**src/rtl/dbg_pkg.sv**
```systemverilog
// rtl/dbg_pkg.sv - shared FSM state codes and byte-packing constants for the register-bank dump reader
package dbg_pkg;

   localparam logic [2:0] IDLE = 3'd0;
   localparam logic [2:0] REQ  = 3'd1;
   localparam logic [2:0] CAPT = 3'd2;
   localparam logic [2:0] SEND = 3'd3;
   localparam logic [2:0] CHK  = 3'd4;
   localparam logic [2:0] DONE = 3'd5;

   localparam int NB_BYTE        = 8;
   localparam int NB_DATA_DFLT   = 32;
   localparam int BYTES_PER_WORD = NB_DATA_DFLT / NB_BYTE;

   function automatic int bytes_per_word(input int nb_data, input int nb_byte);
      return nb_data / nb_byte;
   endfunction

endpackage

```
**src/rtl/word_byte_serializer.sv**
```systemverilog
// rtl/word_byte_serializer.sv - loads one register word and hands it out LSB byte first over valid/ready
module word_byte_serializer #(
   parameter int NB_DATA = 32,
   parameter int NB_BYTE = 8
) (
   input  logic               i_clock,
   input  logic               i_reset_n,
   input  logic               i_load,
   input  logic [NB_DATA-1:0] i_data,
   input  logic               i_ready,
   output logic [NB_BYTE-1:0] o_byte,
   output logic               o_valid,
   output logic               o_accept,
   output logic               o_last_byte
);
   import dbg_pkg::*;

   localparam int BPW    = bytes_per_word(NB_DATA, NB_BYTE);
   localparam int NB_CNT = $clog2(BPW + 1);

   logic [NB_DATA-1:0] shift_q, shift_d;
   logic [NB_CNT-1:0]  cnt_q, cnt_d;
   logic               valid_q, valid_d;

   assign o_byte      = shift_q[NB_BYTE-1:0];
   assign o_valid     = valid_q;
   assign o_accept    = valid_q && i_ready;
   assign o_last_byte = (cnt_q == NB_CNT'(BPW - 1));

   // valid drops only after the final byte of the word has been taken
   always_comb begin
      shift_d = shift_q;
      cnt_d   = cnt_q;
      valid_d = valid_q;
      if (i_load) begin
         shift_d = i_data;
         cnt_d   = '0;
         valid_d = 1'b1;
      end else if (o_accept) begin
         shift_d = shift_q >> NB_BYTE;
         cnt_d   = cnt_q + NB_CNT'(1);
         if (o_last_byte) begin
            valid_d = 1'b0;
         end
      end
   end

   always_ff @(posedge i_clock or negedge i_reset_n) begin
      if (!i_reset_n) begin
         shift_q <= '0;
         cnt_q   <= '0;
         valid_q <= 1'b0;
      end else begin
         shift_q <= shift_d;
         cnt_q   <= cnt_d;
         valid_q <= valid_d;
      end
   end

endmodule

```
**src/rtl/rb_dump_reader.sv**
```systemverilog
// rtl/rb_dump_reader.sv - walks the register bank debug port and streams every word to UART TX (RB_DUMP_CHECKSUM_EN adds a trailing XOR byte)
module rb_dump_reader #(
   parameter int NB_DATA  = 32,
   parameter int NB_REG   = 5,
   parameter int NUM_REGS = 32,
   parameter int NB_BYTE  = 8
) (
   input  logic               i_clock,
   input  logic               i_reset_n,
   input  logic               i_start,
   output logic               o_rb_read_enable,
   output logic [NB_REG-1:0]  o_rb_read_address,
   input  logic [NB_DATA-1:0] i_rb_data,
   output logic [NB_BYTE-1:0] o_byte,
   output logic               o_byte_valid,
   input  logic               i_byte_ready,
   output logic               o_busy,
   output logic               o_done
);
   import dbg_pkg::*;

   logic [2:0]         state_q, state_d;
   logic [NB_REG-1:0]  index_q, index_d;
   logic               ser_load;
   logic               ser_valid;
   logic               ser_accept;
   logic               ser_last;
   logic [NB_BYTE-1:0] ser_byte;
   logic               word_done;
`ifdef RB_DUMP_CHECKSUM_EN
   logic [NB_BYTE-1:0] chk_q, chk_d;
`endif

   word_byte_serializer #(
      .NB_DATA (NB_DATA),
      .NB_BYTE (NB_BYTE)
   ) u_ser (
      .i_clock     (i_clock),
      .i_reset_n   (i_reset_n),
      .i_load      (ser_load),
      .i_data      (i_rb_data),
      .i_ready     (i_byte_ready),
      .o_byte      (ser_byte),
      .o_valid     (ser_valid),
      .o_accept    (ser_accept),
      .o_last_byte (ser_last)
   );

   assign word_done = ser_accept && ser_last;

   // index only advances on the way back to REQ, so it never wraps past NUM_REGS-1
   always_comb begin
      state_d  = state_q;
      index_d  = index_q;
      ser_load = 1'b0;
      case (state_q)
         IDLE: begin
            if (i_start) begin
               state_d = REQ;
               index_d = '0;
            end
         end
         REQ: begin
            state_d = CAPT;
         end
         CAPT: begin
            ser_load = 1'b1;
            state_d  = SEND;
         end
         SEND: begin
            if (word_done) begin
               if (index_q != NB_REG'(NUM_REGS - 1)) begin
                  index_d = index_q + NB_REG'(1);
                  state_d = REQ;
               end else begin
`ifdef RB_DUMP_CHECKSUM_EN
                  state_d = CHK;
`else
                  state_d = DONE;
`endif
               end
            end
         end
`ifdef RB_DUMP_CHECKSUM_EN
         CHK: begin
            if (i_byte_ready) begin
               state_d = DONE;
            end
         end
`endif
         DONE: begin
            state_d = IDLE;
         end
         default: begin
            state_d = IDLE;
         end
      endcase
   end

`ifdef RB_DUMP_CHECKSUM_EN
   always_comb begin
      chk_d = chk_q;
      if (state_q == IDLE && i_start) begin
         chk_d = '0;
      end else if (ser_accept) begin
         chk_d = chk_q ^ ser_byte;
      end
   end
`endif

   // byte lane is forced to zero whenever nothing is being offered
   always_comb begin
      o_byte_valid = ser_valid;
      o_byte       = ser_valid ? ser_byte : '0;
`ifdef RB_DUMP_CHECKSUM_EN
      if (state_q == CHK) begin
         o_byte_valid = 1'b1;
         o_byte       = chk_q;
      end
`endif
   end

   assign o_rb_read_enable  = (state_q == REQ);
   assign o_rb_read_address = index_q;
   assign o_busy            = (state_q != IDLE);
   assign o_done            = (state_q == DONE);

   always_ff @(posedge i_clock or negedge i_reset_n) begin
      if (!i_reset_n) begin
         state_q <= IDLE;
         index_q <= '0;
      end else begin
         state_q <= state_d;
         index_q <= index_d;
      end
   end

`ifdef RB_DUMP_CHECKSUM_EN
   always_ff @(posedge i_clock or negedge i_reset_n) begin
      if (!i_reset_n) begin
         chk_q <= '0;
      end else begin
         chk_q <= chk_d;
      end
   end
`endif

endmodule

```
**config.mk**
```make
export PLATFORM = sky130hd
export DESIGN_NAME = rb_dump_reader
export DESIGN_NICKNAME = d
export VERILOG_FILES = /design/src/rtl/dbg_pkg.sv /design/src/rtl/word_byte_serializer.sv /design/src/rtl/rb_dump_reader.sv
export SDC_FILE = /design/constraint.sdc
export NUM_CORES = 1
export LEC_CHECK = 0
export ABC_AREA = 1
export CAP_MARGIN = 20
export CELL_PAD_IN_SITES_DETAIL_PLACEMENT = 1
export CELL_PAD_IN_SITES_GLOBAL_PLACEMENT = 1
export CORE_ASPECT_RATIO = 0.75
export CORE_MARGIN = 3
export CORE_UTILIZATION = 32
export CTS_CLUSTER_SIZE = 25
export DETAILED_ROUTE_END_ITERATION = 7
export GPL_TIMING_DRIVEN = 0
export PLACE_DENSITY = 0.85
export SLEW_MARGIN = 20
export SYNTH_ARGS = -nofsm -noshare
export SYNTH_HDL_FRONTEND = slang
export SYNTH_SLANG_ARGS = --single-unit
```
**constraint.sdc**
```tcl
create_clock -name i_clock -period 1.4 [get_ports i_clock]
set_input_delay 0.14 -clock i_clock [delete_from_list [all_inputs] [get_ports i_clock]]
set_output_delay 0.14 -clock i_clock [all_outputs]
set_load 0.05 [all_outputs]
```
==> flow_summary_export.csv, run 1 <==
group,metric,value,unit
timing,tightest_slew,582,ps
clock_tree,cts_made_buffers,5,
global_route,grt_overflow,0,
timing,max_slew_margin,0.612,
logic_synthesis,yosys_warnings,0,
clock_tree,insertion_delay,290,ps
timing,clock_skew,3.62,ps
critical_path,critPathKind,"flop to flop",
run_status,violations,"setup timing",
placed_design,dp.cells,398,
timing,setup_ws,-42.1,ps
layout,final_nets,376,
clock_tree,clock-root-buffer,"clkbuf_8",
clock_tree,clk_pin_slew_worst_paths,80,ps
route,drcViolationCount,0,
placed_design,io_buffers,52,
pwr,ir_worst_vdd,747,uV
layout,final_common_cell,"nand2_1",
floorplan,fp.dieW,100,um
layout,area_growth_syn_to_layout,42.4,%
floorplan,ios,53,
clock_tree,clkSinkCount,44,
timing,fmax,693,MHz
timing,hold_ws,381,ps
critical_path,cp.arrival,1660,ps
timing,period_share,1.03,
logic_synthesis,ys_seq_area_frac,0.515,
pwr,leakage,1.47,nW
floorplan,fp-row-count,25,
logic_synthesis,synth_cell_types,22,
global_route,grt_max_degree,24,
route,ant_nets,0,
clock_tree,htreeDepth,2,
placed_design,place_ws,-250,ps
global_route,track_usage,0.170,
floorplan,die-height,76.8,um
pwr,power.density,2290,nW/um^2
route,via_count,2045,
route,drt_wl_total,6.66,mm
logic_synthesis,avgSynthCellArea,8.10,sq um
placed_design,gp_congestion,0.767,
floorplan,coreArea,6380,sq um
route,post_drt_wl_per_cell,15.9,um
placed_design,dp_hpwl,4.58,mm
layout,diodes,0,
route,drt_iter0_markers,70,
run_status,outcome,"complete, but fails checks",
critical_path,worstPathMaxFanout,6,
logic_synthesis,synth.net_count,304,
clock_tree,cts_tree,"built",
timing,final-hold-violation-count,0,
timing,report.final.slew_viol_count,0,
timing,setup_tns,-66.4,ps
critical_path,crit_required,1620,ps
global_route,grt_pass1_vias,2089,
critical_path,r2r_slack,-40,ps
critical_path,r2r-start,"o_rb_read_address[1]$_DFFE_PN0P_",
flow_run,maxCapViolCount,0,
layout,stdcell_count,418,
route,first_pass_iters,4,
worst_hold_path,hp-class,"input pin to async pin",
layout,layout_common_cells,"nand2_1, dfrtp_1, clkdlybuf4s50_1",
layout,n_fill_cell,757,
clock_tree,ctsLongestPathBuffers,2,
global_route,grt_pass1_wl,10.4,mm
floorplan,initial_utilization,0.335,
layout,drive_above_1_share,0.208,
critical_path,start_kind,"flop",
logic_synthesis,ys_ff_latch,44,
global_route,antenna_found_initial,0,
timing,timing.final.crit_period,1440,ps
floorplan,dieArea,7710,sq um
logic_synthesis,netlist_area,2140,sq um
logic_synthesis,postSynthCellCount,264,
timing,rsz0062_at_grt,"yes",
timing,setup_viol,4,
critical_path,startpoint,"o_rb_read_address[1]$_DFFE_PN0P_",
route,viasPerCell,4.89,
critical_path,crit_path_end_kind,"flop",
## worst paths after layout
check                                                    to  cells past startpoint
max in group asynchronous            state_q[1]$_DFFE_PN0P_                      3
min reg2reg                    u_ser.shift_q[5]$_DFFE_PN0P_                      2
min                            u_ser.shift_q[0]$_DFFE_PN0P_                      2
max reg2reg                o_rb_read_address[1]$_DFFE_PN0P_                      9
max                        o_rb_read_address[1]$_DFFE_PN0P_                      9
min in group i_clock          u_ser.shift_q[27]$_DFFE_PN0P_                      3
## cell families after synthesis
group / share of synthesized area
flops: 0.515
buf+inv: 0.0766
xor+xnor: 0.00410
simple gates: 0.290
compound gates: 0.0913
fa+ha+maj: 0.0234
## critical path, stage by stage (launching register included)
cell and delay (ps):
dfrtp_2 450, ha_4 180, nand2_4 80, nor2_4 50, ha_4 160, nand2_4 70
nand2_4 70, nor2_4 150, nand2_1 70, nand2_1 90
## area by class of cell
| cell class | instances | area [sq um] | area share |
|---|---|---|---|
| flip-flops and latches | 44 | 1110 | 0.363 |
| multi-input cells | 182 | 962 | 0.316 |
| repair buffers | 65 | 612 | 0.201 |
| inverters | 27 | 104 | 0.0341 |
| well taps | 81 | 101 | 0.0333 |
| clock buffers | 8 | 90.1 | 0.0296 |
| plain buffers | 11 | 68.8 | 0.0226 |
## power breakdown
group / switching (mW) / internal, mW
combinational: 2.51 / 1.34
clock: 0.422 / 0.403
sequential: 0.421 / 1.88
total: 3.35 / 3.62
## Yosys cell counts, drive strengths merged
cell type,number,area [sq um]
nor2,30,120
o21bai,1,7.51
nand2,82,318
buf,9,55.1
o21ai,15,75.1
nand3b,1,7.51
dfrtp,44,1100
a211oi,1,12.5
nand3,29,160
xor2,1,8.76
a31oi,16,100
ha,4,50.1
nor3b,1,7.51
clkbuf,2,7.51
nand4,1,6.26
inv,27,101
## sequential cells by signal, indices dropped and copies added (netlist names)
name               cells
u_ser.o_valid          1
u_ser.shift_q         32
u_ser.cnt_q            3
state_q                3
o_rb_read_address      5
## routing by layer
layer	part of all wire	GRT usage	vias to the layer above
met5	0	0	-
met4	0.011	0.0377	0
met3	0.050	0.0300	6
met2	0.46	0.260	48
met1	0.47	0.252	996
li1	-	-	995
## timing repair
item | 4_1_cts | 5_1_grt
pin swaps | 5 | 7
gates resized for setup | 74 | 33
endpoints found under the hold margin | 22 | 0
hold buffers | 1 | 0
buffers inserted | 4 | 7
cloned | 0 | 0
endpoints found under the setup margin | 23 | 39
## stage by stage
step	utilization	cell area, sq um	total power [mW]
CTS	0.454	2900	6.61
finish	0.477	3040	6.97
global placement	0.434	2770	5.70
global route	0.477	3040	7.52
detailed placement	0.437	2790	5.87
floorplan	-	2150	4.67
(Power assumes the default switching activity.)
==> run 2, diff against run 1 <==
- GPL_ROUTABILITY_DRIVEN: not set -> 1
- MAX_ROUTING_LAYER: not set -> met4
==> run 2 against run 1 <==
  * The flow still finishes with violations (setup timing)
  * Die area is the same
  * Utilization shrank 0.18 points
  * Final cell count shrank 0.24%
  * Critical path depth shrank 1
  * Worst setup slack lost 31 ps
  * Combinational power is essentially flat
  * Count of clock-buffer cells in the layout is the same
  * Routed wire length grew 5.1%
  * Sequential share of layout area grew 0.13 points
  * First-iteration DRC count shrank 10%
  * Non-clock buffer count shrank 1
  * Clock skew grew 11 ps
  * Largest cell class unchanged
  * Largest power group unchanged
  * Highest routed layer unchanged
==> flow_summary_export.csv, run 2 (same netlist as run 1, synthesis figures left out) <==
group,metric,value,unit
run_status,outcome,"complete, but fails checks",
run_status,violations,"setup timing",
critical_path,cp.arrival,1710,ps
route,drt_iter0_markers,63,
pwr,combinationalPowerShare,0.547,
timing,hold_ws,382,ps
timing,period_share,1.05,
timing,timing.final.crit_period,1470,ps
layout,layout_common_cells,"nand2_1, dfrtp_1, clkdlybuf4s50_1",
pwr,power_frac_seq,0.329,
floorplan,die-height,76.8,um
layout,drive_above_1_share,0.205,
global_route,grt_pass1_wl,10.4,mm
critical_path,r2r_slack,-70,ps
layout,utilization,0.475,
layout,final_nets,375,
worst_hold_path,hp-class,"input pin to async pin",
layout,final_area,3030,sq um
critical_path,critPathKind,"flop to flop",
timing,report.final.slew_viol_count,0,
placed_design,dp.cells,398,
critical_path,crit_path_end_kind,"flop",
clock_tree,clock-root-buffer,"clkbuf_8",
critical_path,worstPathMaxFanout,8,
layout,final_common_cell,"nand2_1",
layout,stdcell_count,417,
layout,top_register,"u_ser.shift_q",
placed_design,gp_congestion,0.777,
placed_design,place_ws,-250,ps
layout,diodes,0,
clock_tree,cts_tree,"built",
global_route,grt_max_degree,24,
pwr,power_switching,3.42,mW
route,drcViolationCount,0,
pwr,p_clk_frac,0.124,
floorplan,fp.dieW,100,um
timing,setup_tns,-296,ps
global_route,grt_overflow,0,
pwr,power.density,2310,nW/um^2
timing,final-hold-violation-count,0,
clock_tree,clkSinkCount,44,
route,via_count,2036,
floorplan,ios,53,
global_route,grt_pass1_vias,2086,
floorplan,coreArea,6380,sq um
route,viasPerCell,4.88,
floorplan,dieArea,7710,sq um
clock_tree,htreeDepth,2,
timing,setup_ws,-72.7,ps
clock_tree,clk_pin_slew_worst_paths,100,ps
timing,max_slew_margin,0.601,
floorplan,initial_utilization,0.335,
placed_design,place_area,2790,sq um
timing,fmax,679,MHz
route,ant_nets,0,
critical_path,start_kind,"flop",
timing,clock_skew,14.2,ps
critical_path,crit_required,1640,ps
timing,rsz0062_at_grt,"yes",
flow_run,maxCapViolCount,0,
timing,tightest_slew,598,ps
pwr,ir_worst_vdd,629,uV
pwr,power.total,7.02,mW
global_route,track_usage,0.176,
route,post_drt_wl_per_cell,16.8,um
clock_tree,ctsLongestPathBuffers,2,
clock_tree,cts_made_buffers,5,
floorplan,fp-row-count,25,
placed_design,io_buffers,52,
pwr,p_sw_frac,0.487,
layout,area_growth_syn_to_layout,41.8,%
layout,largest_register_ffs,32,
route,first_pass_iters,4,
clock_tree,insertion_delay,310,ps
timing,setup_viol,7,
global_route,antenna_found_initial,0,
pwr,p_int,3.60,mW
pwr,leakage,1.47,nW
placed_design,dp_hpwl,4.58,mm
route,drt_wl_total,7.00,mm
critical_path,reg2reg_depth,8,
==> run 2: layout make-up <==
class / instances / area (sq um)
flip-flops and latches: 44 / 1110
inverters: 27 / 104
clock buffers: 8 / 90.1
multi-input cells: 182 / 961
plain buffers: 11 / 68.8
well taps: 81 / 101
repair buffers: 64 / 602
fillers: 759 / 3350
==> run 2: metal layers <==
metal | global-route usage | part of all wire
met1 | 0.253 | 0.47
met2 | 0.259 | 0.46
met3 | 0.0327 | 0.049
met4 | 0.0377 | 0.012
met5 | - | 0
==> run 2: power by group through the flow <==
stage,clock network [mW],logic (mW),registers [mW]
6_report,0.866,3.84,2.31
5_1_grt,0.931,4.21,2.38
4_1_cts,0.845,3.50,2.27
3_5_place_dp,0,3.57,2.30
3_3_place_gp,0,3.45,2.25
2_1_floorplan,0,2.32,2.35
==> run 2: worst paths after layout <==
check	start	endpoint
worst max-delay path	u_ser.cnt_q[1]$_DFFE_PN0P_	o_rb_read_address[1]$_DFFE_PN0P_
worst min-delay path	i_reset_n	u_ser.shift_q[7]$_DFFE_PN0P_
worst max register to register	u_ser.cnt_q[1]$_DFFE_PN0P_	o_rb_read_address[1]$_DFFE_PN0P_
worst min register to register	u_ser.shift_q[5]$_DFFE_PN0P_	u_ser.shift_q[5]$_DFFE_PN0P_
max in group asynchronous	i_reset_n	u_ser.cnt_q[2]$_DFFE_PN0P_
min in group i_clock	i_rb_data[26]	u_ser.shift_q[26]$_DFFE_PN0P_
==> run 2: what timing repair did <==
action	CTS	global route
resized for setup	74	32
buffers inserted	4	6
pin swaps	5	8
hold buffers	1	0
endpoints found under the setup margin	23	39
hold endpoints to repair	22	0
gates cloned	0	0
==> run 2: critical path: stages, from the launching register on <==
cell and delay [ps]:
dfrtp_1 390, ha_1 180, ha_2 200, nand3_4 100
nand2_4 90, nand2_4 90, nor2_4 190, nand2_1 70
nand2_1 90
==> run 3, diff against run 2 <==
- CORE_ASPECT_RATIO: 0.75 -> not set
- CORE_UTILIZATION: 32 -> 38
- HOLD_SLACK_MARGIN: not set -> 0.15
- PLACE_DENSITY: 0.85 -> 0.94
- clock period: 1.4 -> 1.76 ns (I/O delays scaled with it)
==> run 3 against run 2 <==
  * Largest power group unchanged
  * Sequential cell count stayed put
  * Count of clock-buffer cells in the layout is 3 lower
  * Register-to-register slack better by 240 ps
  * Routed wire length is 13% lower
  * Final area is 6.3% lower
  * The run now ends clean
  * Critical path type is now flop to output port
  * Via count is 1.5% lower
  * Clock power is 28% lower
  * Combinational power is 29% lower
  * Global-route usage is 3.4 points higher
  * Power is 27% lower
  * Final cell count is 5.3% lower
  * Critical path depth is 7 lower
==> flow_summary_export.csv, run 3 (same netlist as run 1, synthesis figures left out) <==
group,metric,value,unit
critical_path,reg2reg_to,"o_rb_read_address[0]$_DFFE_PN0P_",
clock_tree,clk_pin_slew_worst_paths,90,ps
floorplan,ios,53,
timing,period_share,0.959,
layout,final_nets,365,
placed_design,place_area,2760,sq um
critical_path,critical_path.max_stage_delay,820,ps
timing,max_slew_margin,0.665,
clock_tree,cts_setup_buffers,0,
timing,clock_skew,7.44,ps
clock_tree,insertion_delay,300,ps
route,first_pass_iters,4,
pwr,ir_worst_vdd,833,uV
critical_path,reg2reg_depth,8,
layout,top_register,"u_ser.shift_q",
layout,area_growth_syn_to_layout,32.9,%
floorplan,coreArea,5270,sq um
placed_design,dp.cells,387,
global_route,grt_overflow,0,
global_route,track_usage,0.209,
timing,setup_ws,72.9,ps
layout,stdcell_count,395,
critical_path,crit_slowest_cell,"clkdlybuf4s50_1",
route,drt_iter0_markers,94,
global_route,grt_max_degree,29,
critical_path,path_cells,"clkdlybuf4s50_1",
placed_design,place_ws,15.8,ps
floorplan,fp.dieW,81.0,um
layout,drive_above_1_share,0.108,
clock_tree,cts_made_buffers,5,
route,ant_nets,0,
layout,final_common_cell,"nand2_1",
timing,timing.final.crit_period,1690,ps
pwr,p_int,2.63,mW
clock_tree,htreeDepth,2,
timing,tightest_slew,502,ps
critical_path,cp.arrival,1510,ps
floorplan,initial_utilization,0.406,
floorplan,dieArea,6560,sq um
route,viasPerCell,5.08,
global_route,antenna_found_initial,0,
layout,utilization,0.539,
pwr,leakage,1.40,nW
critical_path,crit_family,"buffers and inverters",
critical_path,crit_path_end_kind,"output port",
critical_path,r2r-start,"o_rb_read_address[0]$_DFFE_PN0P_",
timing,rsz0062_at_grt,"no",
pwr,power.density,1810,nW/um^2
clock_tree,clkSinkCount,44,
route,post_drt_wl_per_cell,15.4,um
placed_design,gp_congestion,0.800,
critical_path,r2r_slack,170,ps
worst_hold_path,hp-class,"input pin to async pin",
timing,setup_tns,0,ps
floorplan,die-height,81.0,um
layout,largest_register_ffs,32,
clock_tree,cts_tree,"built",
pwr,power_switching,2.52,mW
critical_path,worst-path-buf-inv,1,
critical_path,worstPathMaxFanout,4,
placed_design,dp_hpwl,4.58,mm
route,via_count,2005,
pwr,p_sw_frac,0.489,
global_route,grt_pass1_wl,10.1,mm
layout,layout_common_cells,"nand2_1, dfrtp_1, clkdlybuf4s50_1",
pwr,power_frac_seq,0.347,
layout,diodes,0,
route,drt_wl_total,6.07,mm
critical_path,start_kind,"flop",
critical_path,critPathKind,"flop to output port",
pwr,p_clk_frac,0.120,
pwr,combinationalPowerShare,0.532,
flow_run,maxCapViolCount,0,
layout,final_area,2840,sq um
timing,final-hold-violation-count,0,
floorplan,fp-row-count,26,
clock_tree,ctsLongestPathBuffers,2,
timing,report.final.slew_viol_count,0,
critical_path,crit_required,1580,ps
run_status,outcome,"complete, no violations",
route,drcViolationCount,0,
placed_design,io_buffers,52,
clock_tree,clock-root-buffer,"clkbuf_8",
timing,setup_viol,0,
layout,n_fill_cell,667,
timing,fmax,593,MHz
critical_path,cp.depth,1,
global_route,grt_pass1_vias,2189,
-- run 3: power groups by stage --
stage               clock network, mW  registers [mW]  logic, mW
finish                          0.621            1.79       2.74
global route                    0.667            1.85       3.06
CTS                             0.625            1.79       2.77
detailed placement                  0            1.81       2.84
global placement                    0            1.78       2.68
floorplan                           0            1.86       1.84
-- run 3: per-stage QoR --
step,hold slack (ps),total power [mW]
after floorplan,-120,3.70
after global placement,491,4.46
after detailed placement,131,4.65
after CTS,340,5.18
after global routing,370,5.58
final,331,5.15
-- run 3: what timing repair did --
| action | in CTS | in global routing |
|---|---|---|
| hold buffers | 1 | 0 |
| gates resized for setup | 17 | 10 |
| endpoints found under the setup margin | 13 | 8 |
| endpoints found under the hold margin | 16 | 0 |
-- run 3: worst max path at each step --
| stage | end | slack (ps) | start |
|---|---|---|---|
| final | o_rb_read_address[3] | 70 | o_rb_read_address[3]$_DFFE_PN0P_ |
| after global routing | o_byte[0] | 2 | u_ser.o_valid$_DFFE_PN0P_ |
| after CTS | o_rb_read_address[1] | 30 | o_rb_read_address[1]$_DFFE_PN0P_ |
| after detailed placement | o_rb_read_enable | 20 | state_q[1]$_DFFE_PN0P_ |
| after global placement | u_ser.shift_q[30]$_DFFE_PN0P_ | -640 | i_reset_n |
| after floorplan | o_rb_read_address[0]$_DFFE_PN0P_ | 80 | o_rb_read_address[0]$_DFFE_PN0P_ |
-- run 3: layout make-up --
class	instances	area, sq um	share of cell area
plain buffers	11	62.6	0.0220
clock buffers	5	68.8	0.0242
clock inverters	2	12.5	0.00440
inverters	27	101	0.0357
multi-input cells	182	873	0.307
flip-flops and latches	44	1100	0.387
well taps	70	87.6	0.0308
repair buffers	54	534	0.188
-- run 3: layer usage --
metal / GRT usage / wire length, um / vias up
met5: - / 0 / -
met4: 0.0743 / 136 / 0
met3: 0.0399 / 241 / 12
met2: 0.367 / 3040 / 46
met1: 0.238 / 2660 / 977
li1: - / - / 970
